`src/rtl/calc_pkg.sv`:
```
// Shared definitions for the calculator stage sequencer: stage width and encodings.
package calc_pkg;

  localparam int STAGE_W = 3;

  typedef enum logic [STAGE_W-1:0] {
    CALC_STAGE_NUM1 = 3'd0,
    CALC_STAGE_NUM2 = 3'd1,
    CALC_STAGE_OP   = 3'd2,
    CALC_STAGE_CALC = 3'd3,
    CALC_STAGE_ANS  = 3'd4
  } calc_stage_e;

endpackage

```
`src/rtl/calc_stage_sequencer_if.sv`:
```
// Button, calculation-handshake and display/latch-enable signals of the stage sequencer.
interface calc_stage_sequencer_if;
  import calc_pkg::*;

  logic               btn_next;
  logic               btn_prev;
  logic               btn_clear;
  logic               calc_done;
  logic               calc_start;
  logic               calc_abort;
  logic               store_num1;
  logic               store_num2;
  logic               store_op;
  logic               display_sw;
  logic               display_op;
  logic               display_answer;
  logic [STAGE_W-1:0] stage;
  logic               timeout_err;

  modport slave (
    input  btn_next, btn_prev, btn_clear, calc_done,
    output calc_start, calc_abort, store_num1, store_num2, store_op,
           display_sw, display_op, display_answer, stage, timeout_err
  );

  modport master (
    output btn_next, btn_prev, btn_clear, calc_done,
    input  calc_start, calc_abort, store_num1, store_num2, store_op,
           display_sw, display_op, display_answer, stage, timeout_err
  );

endinterface

```
`src/rtl/calc_button_debounce.sv`:
```
// Two-flop synchroniser plus debounce for one raw button; emits one 1-cycle pulse per
// accepted press and re-arms only after the button has been stably released.
module calc_button_debounce #(
  parameter logic [19:0] DEBOUNCE_CYCLES = 20'd1_000_000
) (
  input  logic clk,
  input  logic rst,
  input  logic btn,
  output logic pulse
);

  logic        sync1;
  logic        sync2;
  logic        level;
  logic [19:0] cnt;

  // NOTE: sequential state uses non-blocking assignments so every flop samples
  // the pre-edge value of its neighbours (the synchroniser chain depends on it).
  always_ff @(posedge clk or posedge rst) begin
    if (rst) begin
      sync1 <= 1'b0;
      sync2 <= 1'b0;
      level <= 1'b0;
      cnt   <= '0;
      pulse <= 1'b0;
    end else begin
      sync1 <= btn;
      sync2 <= sync1;
      pulse <= 1'b0;
      // cnt measures how long sync2 has disagreed with the accepted level
      if (sync2 == level) begin
        cnt <= '0;
      end else if (cnt == DEBOUNCE_CYCLES - 20'd1) begin
        cnt   <= '0;
        level <= sync2;
        pulse <= sync2;
      end else begin
        cnt <= cnt + 20'd1;
      end
    end
  end

endmodule

```
`src/rtl/calc_stage_sequencer.sv`:
```
// Calculator stage sequencer: NUM1 -> NUM2 -> OP -> CALC -> ANS driven by debounced buttons.
// Optional CALC watchdog enabled by defining CALC_SEQ_TIMEOUT_EN.
module calc_stage_sequencer
  import calc_pkg::*;
#(
  parameter logic [19:0] DEBOUNCE_CYCLES = 20'd1_000_000,
  parameter logic [31:0] TIMEOUT_CYCLES  = 32'd100_000_000
) (
  input logic                    clk,
  input logic                    rst,
  calc_stage_sequencer_if.slave  bus
);

  if (DEBOUNCE_CYCLES == 20'd0 || TIMEOUT_CYCLES < 32'd2) begin : g_cfg_check
    $error("calc_stage_sequencer: DEBOUNCE_CYCLES must be >0 and TIMEOUT_CYCLES >= 2");
  end

  logic next_p, prev_p, clear_p;

  calc_button_debounce #(.DEBOUNCE_CYCLES(DEBOUNCE_CYCLES)) u_db_next (
    .clk(clk), .rst(rst), .btn(bus.btn_next), .pulse(next_p));
  calc_button_debounce #(.DEBOUNCE_CYCLES(DEBOUNCE_CYCLES)) u_db_prev (
    .clk(clk), .rst(rst), .btn(bus.btn_prev), .pulse(prev_p));
  calc_button_debounce #(.DEBOUNCE_CYCLES(DEBOUNCE_CYCLES)) u_db_clear (
    .clk(clk), .rst(rst), .btn(bus.btn_clear), .pulse(clear_p));

  calc_stage_e state_q, state_d;
  logic        start_q, abort_q, abort_d;
  logic        step_fwd, step_back;

  // Simultaneous next and prev cancel each other; clear overrides both.
  assign step_fwd  = next_p & ~prev_p & ~clear_p;
  assign step_back = prev_p & ~next_p & ~clear_p;

`ifdef CALC_SEQ_TIMEOUT_EN
  logic [31:0] tcnt_q;
  logic        tmo_hit, tmo_d, terr_q;

  always_ff @(posedge clk or posedge rst) begin
    if (rst) tcnt_q <= '0;
    else     tcnt_q <= (state_q == CALC_STAGE_CALC) ? tcnt_q + 32'd1 : 32'd0;
  end

  assign tmo_hit = (state_q == CALC_STAGE_CALC) && (tcnt_q == TIMEOUT_CYCLES - 32'd1);
`endif

  // NOTE: every signal driven here gets a default first, so no path leaves it
  // unassigned and no latch is inferred.
  always_comb begin
    state_d = state_q;
    abort_d = 1'b0;
`ifdef CALC_SEQ_TIMEOUT_EN
    tmo_d   = 1'b0;
`endif
    case (state_q)
      CALC_STAGE_NUM1: if (step_fwd) state_d = CALC_STAGE_NUM2;
      CALC_STAGE_NUM2: begin
        if (step_fwd)       state_d = CALC_STAGE_OP;
        else if (step_back) state_d = CALC_STAGE_NUM1;
      end
      CALC_STAGE_OP: begin
        if (step_fwd)       state_d = CALC_STAGE_CALC;
        else if (step_back) state_d = CALC_STAGE_NUM2;
      end
      CALC_STAGE_CALC: begin
        if (clear_p) begin
          abort_d = 1'b1;
        end else if (bus.calc_done) begin
          state_d = CALC_STAGE_ANS;
`ifdef CALC_SEQ_TIMEOUT_EN
        end else if (tmo_hit) begin
          state_d = CALC_STAGE_ANS;
          abort_d = 1'b1;
          tmo_d   = 1'b1;
`endif
        end
      end
      CALC_STAGE_ANS: begin
        if (step_fwd)       state_d = CALC_STAGE_NUM1;
        else if (step_back) state_d = CALC_STAGE_OP;
      end
      default: state_d = CALC_STAGE_NUM1;
    endcase
    if (clear_p) state_d = CALC_STAGE_NUM1;
  end

  // calc_abort is registered: reset clears it, so reset during CALC never pulses it.
  always_ff @(posedge clk or posedge rst) begin
    if (rst) begin
      state_q <= CALC_STAGE_NUM1;
      start_q <= 1'b0;
      abort_q <= 1'b0;
    end else begin
      state_q <= state_d;
      start_q <= (state_d == CALC_STAGE_CALC) && (state_q != CALC_STAGE_CALC);
      abort_q <= abort_d;
    end
  end

`ifdef CALC_SEQ_TIMEOUT_EN
  always_ff @(posedge clk or posedge rst) begin
    if (rst)                          terr_q <= 1'b0;
    else if (tmo_d)                   terr_q <= 1'b1;
    else if (state_d != CALC_STAGE_ANS) terr_q <= 1'b0;
  end
  assign bus.timeout_err = terr_q;
`else
  assign bus.timeout_err = 1'b0;
`endif

  assign bus.calc_start     = start_q;
  assign bus.calc_abort     = abort_q;
  assign bus.store_num1     = (state_q == CALC_STAGE_NUM1);
  assign bus.store_num2     = (state_q == CALC_STAGE_NUM2);
  assign bus.store_op       = (state_q == CALC_STAGE_OP);
  assign bus.display_sw     = (state_q == CALC_STAGE_NUM1) || (state_q == CALC_STAGE_NUM2);
  assign bus.display_op     = (state_q == CALC_STAGE_OP);
  assign bus.display_answer = (state_q == CALC_STAGE_ANS);
  assign bus.stage          = state_q;

endmodule

```
`src/flat_wrapper.sv`:
```
// flat-port wrapper written by rule: the top's interface ports become plain ports
module calc_stage_sequencer_flat import calc_pkg::*;
#(
  parameter logic [19:0] DEBOUNCE_CYCLES = 20'd1_000_000,
  parameter logic [31:0] TIMEOUT_CYCLES  = 32'd100_000_000
)
  (clk, rst, bus_btn_next, bus_btn_prev, bus_btn_clear, bus_calc_done, bus_calc_start, bus_calc_abort, bus_store_num1, bus_store_num2, bus_store_op, bus_display_sw, bus_display_op, bus_display_answer, bus_stage, bus_timeout_err);
  calc_stage_sequencer_if bus_i ();
  input logic clk;
  input logic rst;
  input wire logic [$bits(bus_i.btn_next)-1:0] bus_btn_next;
  input wire logic [$bits(bus_i.btn_prev)-1:0] bus_btn_prev;
  input wire logic [$bits(bus_i.btn_clear)-1:0] bus_btn_clear;
  input wire logic [$bits(bus_i.calc_done)-1:0] bus_calc_done;
  output wire logic [$bits(bus_i.calc_start)-1:0] bus_calc_start;
  output wire logic [$bits(bus_i.calc_abort)-1:0] bus_calc_abort;
  output wire logic [$bits(bus_i.store_num1)-1:0] bus_store_num1;
  output wire logic [$bits(bus_i.store_num2)-1:0] bus_store_num2;
  output wire logic [$bits(bus_i.store_op)-1:0] bus_store_op;
  output wire logic [$bits(bus_i.display_sw)-1:0] bus_display_sw;
  output wire logic [$bits(bus_i.display_op)-1:0] bus_display_op;
  output wire logic [$bits(bus_i.display_answer)-1:0] bus_display_answer;
  output wire logic [$bits(bus_i.stage)-1:0] bus_stage;
  output wire logic [$bits(bus_i.timeout_err)-1:0] bus_timeout_err;
  assign bus_i.btn_next = bus_btn_next;
  assign bus_i.btn_prev = bus_btn_prev;
  assign bus_i.btn_clear = bus_btn_clear;
  assign bus_i.calc_done = bus_calc_done;
  assign bus_calc_start = bus_i.calc_start;
  assign bus_calc_abort = bus_i.calc_abort;
  assign bus_store_num1 = bus_i.store_num1;
  assign bus_store_num2 = bus_i.store_num2;
  assign bus_store_op = bus_i.store_op;
  assign bus_display_sw = bus_i.display_sw;
  assign bus_display_op = bus_i.display_op;
  assign bus_display_answer = bus_i.display_answer;
  assign bus_stage = bus_i.stage;
  assign bus_timeout_err = bus_i.timeout_err;
  calc_stage_sequencer #(.DEBOUNCE_CYCLES(DEBOUNCE_CYCLES), .TIMEOUT_CYCLES(TIMEOUT_CYCLES)) u_core (.clk(clk), .rst(rst), .bus(bus_i));
endmodule
```
`config.mk`:
```
export PLATFORM = sky130hd
export DESIGN_NAME = calc_stage_sequencer_flat
export DESIGN_NICKNAME = d
export VERILOG_FILES = /design/src/rtl/calc_pkg.sv /design/src/rtl/calc_stage_sequencer_if.sv /design/src/rtl/calc_button_debounce.sv /design/src/rtl/calc_stage_sequencer.sv /design/src/flat_wrapper.sv
export SDC_FILE = /design/constraint.sdc
export NUM_CORES = 1
export LEC_CHECK = 0
export ABC_CLOCK_PERIOD_IN_PS = 6700
export BUFFER_PORTS_ARGS = -buffer_cell sky130_fd_sc_hd__buf_2
export CAP_MARGIN = 20
export CORE_MARGIN = 2
export CORE_UTILIZATION = 65
export CTS_CLUSTER_DIAMETER = 80
export CTS_CLUSTER_SIZE = 16
export DETAILED_ROUTE_END_ITERATION = 7
export PLACE_DENSITY = 0.84
export RECOVER_POWER = 100
export SLEW_MARGIN = 10
export SYNTH_ARGS = -nofsm -noshare
export SYNTH_HDL_FRONTEND = slang
export SYNTH_SLANG_ARGS = --single-unit
```
`constraint.sdc`:
```
create_clock -name clk -period 6.7 [get_ports clk]
set_clock_uncertainty 0.2 [all_clocks]
set_input_delay 0.335 -clock clk [delete_from_list [all_inputs] [get_ports clk]]
set_output_delay 0.335 -clock clk [all_outputs]
set_load 0.05 [all_outputs]
```
==> qor.txt <==
RSZ-0062 raised after global routing = no
Sink Count = 77
CP max stage delay = 0.66 ns
Top Family by Delay on Critical Path = buffers and inverters
Synth Warn # = 0
H-Tree Depth = 3
Initial Util = 0.673
Die width = 79.5 um
Min setup slack post-route = 4.19 ns
Global-route wire length before repair = 11.6 mm
Avg Inst Size Synth = 9.99 um2
Commonest cells after routing, fill and taps aside = 77 x dfrtp_1, 46 x nor2_1, 22 x nand3_1
Syn Nets = 380
TritonCTS clock tree = done
Routed Antenna Nets = 0
Synth top area cells = dfrtp_1 52%, xnor2_1 4.7%, xor2_1 4.7%, nor2_1 4.7%, nand3_1 3.0%
Worst rel slew slack = 0.377
Fin cells = 466
Design Area, Final = 4050 um2
DRC Markers = 0
Synth unique cells = 44
# nets final = 399
Max_cap viols = 0
Setup TNS = 0 ns
Critical path startpoint = u_core.u_db_prev.cnt[0]
Hold Vio Cnt, Final = 0
Hpwl dp = 4.52 mm
Placer Congestion = 0.827
Die Height = 79.5 um
Place WS = 4.58 ns
Fin util = 0.735
Fin. max-slew vios = 0
Critical path depth in cells = 6
Biggest area consumer among synthesized cells = dfrtp_1
Clock-pin slew on the worst setup and hold paths = 0.08 ns
R2R Path End = u_core.u_db_prev.cnt[8]
Top_reg_cell synth = dfrtp_1
Most common cell after layout, fill and taps aside = dfrtp_1
Critical R2R Launch = u_core.u_db_prev.cnt[0]
Placed insts = 448
Largest net degree at the start of global routing = 78
Drt initial violations = 177
TritonCTS Buffers = 9
Congestion Overflow GR = 0
Status = finished clean
Req. time, crit path = 6.69 ns
Final Power = 855 uW
Final setup fails = 0
Diode count = 0
Worst R2R Setup Slack = 4.19 ns
Fin Hold WS = 0.0684 ns
Synthesized area = 3710 um2
Clock Tree Buf Depth = 2
EDFF count, synth = 0
Crit path buffers/inverters = 1
Sequential cell area fraction in the yosys report = 0.520
Vias in the first global route = 2,671
IO Pins = 18
Achievable Freq = 399 MHz
WL final = 6.69 mm
Ys async rst share = 1.00
Overall Global Routing Usage = 0.233
Worst Tran Pin Value = 0.934 ns
CP max-delay cell = clkbuf_1
Syn-to-layout area delta = 9.15%
Register bit total from synthesis = 77
Minimum clock period = 2.51 ns
Clock root cell = clkbuf_8
Synth Instances = 371
Fin crit share = 0.374
Initial antenna violation count = 0
DR vias/cell = 5.96
Worst-skew pair later-pin latency = 0.34 ns
CP Max Fanout = 20
Hold Path Class = in2async
Max VDD drop = 0.000196 V
CP Class = reg2reg
Share of cells above drive strength 1 = 0.0838
CP endpoint kind = register
Via count = 2,776
Leakage power = 1.68 nW
Fill cells = 396
PD cells = 211 nW/um2
IO Port Bufs = 16
Critical path launch point type = register
Die footprint = 6320 um2
Core Region = 5510 um2
Area share of the largest cell type after synthesis = 0.520
CP Data Arrival Time = 2.50 ns
Drt first pass iters = 4
Cell depth of the worst flop-to-flop path = 6
# Post-CTS Setup Buffers = 0
Number of core rows = 27
DR WL/cell = 14.4 um
Placed Instance Area = 3850 um2
CP Cell Sequence = ha_1 > and3_1 > nand3_1 > o31ai_1 > clkbuf_1 > nor2_1
==> worst max path at each step <==
stage	endpoint	slack, ns
6_report	u_core.u_db_prev.cnt[8]	4.19
5_1_grt	u_core.u_db_prev.cnt[8]	3.99
4_1_cts	u_core.u_db_prev.cnt[18]	4.58
3_5_place_dp	u_core.u_db_prev.cnt[18]	4.58
3_3_place_gp	u_core.u_db_prev.cnt[18]	4.69
2_1_floorplan	u_core.bus.stage[2]	4.07
==> area by class of cell <==
class / instances / area [um2] / area share
clock buffers: 11 / 151 / 0.0374
clock inverters: 4 / 47.5 / 0.0118
inverters: 12 / 45.0 / 0.0111
multi-input cells: 268 / 1670 / 0.414
flip-flops and latches: 77 / 1930 / 0.476
well taps: 72 / 90.1 / 0.0223
repair buffers: 22 / 111 / 0.0275
==> power by group <==
group          leakage [nW]  switching, mW  internal [mW]
clock                 0.101          0.161          0.189
sequential             1.05        0.00635          0.471
combinational         0.529         0.0199        0.00795
total                  1.68          0.187          0.668
==> tightest hold or removal path, stage by stage <==
cell,delay [ns]
buf_2,0.09
inv_1,0.04
buf_4,0.70
==> state kept, by name, summed over array words and instances (netlist names) <==
register and cells:
u_core.u_db_next.sync1 1, u_core.u_db_prev.pulse 1, u_core.u_db_next.level 1, u_core.u_db_prev.level 1, u_core.u_db_next.cnt 20, u_core.u_db_clear.cnt 20
u_core.u_db_next.pulse 1, u_core.bus.calc_abort 1, u_core.u_db_clear.pulse 1, u_core.u_db_prev.cnt 20, u_core.u_db_prev.sync1 1, u_core.u_db_next.sync2 1
u_core.u_db_prev.sync2 1, u_core.bus.calc_start 1, u_core.u_db_clear.sync2 1, u_core.bus.stage 3, u_core.u_db_clear.sync1 1, u_core.u_db_clear.level 1
==> routing by layer <==
metal,vias to the layer above,share of wire,track usage
li1,1363,-,-
met1,1354,0.45,0.286
met2,49,0.49,0.397
met3,10,0.039,0.0701
met4,0,0.014,0.0741
met5,-,0,0
==> timing repair <==
action | CTS | global route
gates resized for setup | 0 | 0
endpoints found under the hold margin | 3 | 0
hold buffers | 3 | 0
==> Yosys cell counts (all sizes together) (3+ instances only) <==
| master | n |
|---|---|
| nand2 | 18 |
| nor4b | 3 |
| xnor2 | 20 |
| or3 | 9 |
| o21ai | 9 |
| dfrtp | 77 |
| or4b | 5 |
| xor2 | 20 |
| nor4 | 7 |
| nor3 | 10 |
| and3 | 9 |
| nand3 | 22 |
| inv | 12 |
| ha | 3 |
| or4 | 7 |
| clkbuf | 11 |
| buf | 3 |
| o31ai | 8 |
| mux2 | 3 |
| and4 | 8 |
| nand2b | 3 |
| nand4 | 17 |
| nor2 | 46 |
| a21oi | 20 |
==> cell families (layout without fill, tap and decap cells) <==
group	Yosys count	in the layout	share of synthesized area
DFF	77	77	0.520
buffers and inverters	26	49	0.0287
AOI/OAI and AO/OA	45	45	0.0729
xor gates and xnor gates	40	40	0.0945
and+or+nand+nor	176	176	0.264
other	1	1	0.00101
muxes	3	3	0.00911
adders and majority gates	3	3	0.0101
Note: power is estimated with default switching activity, not from simulation.
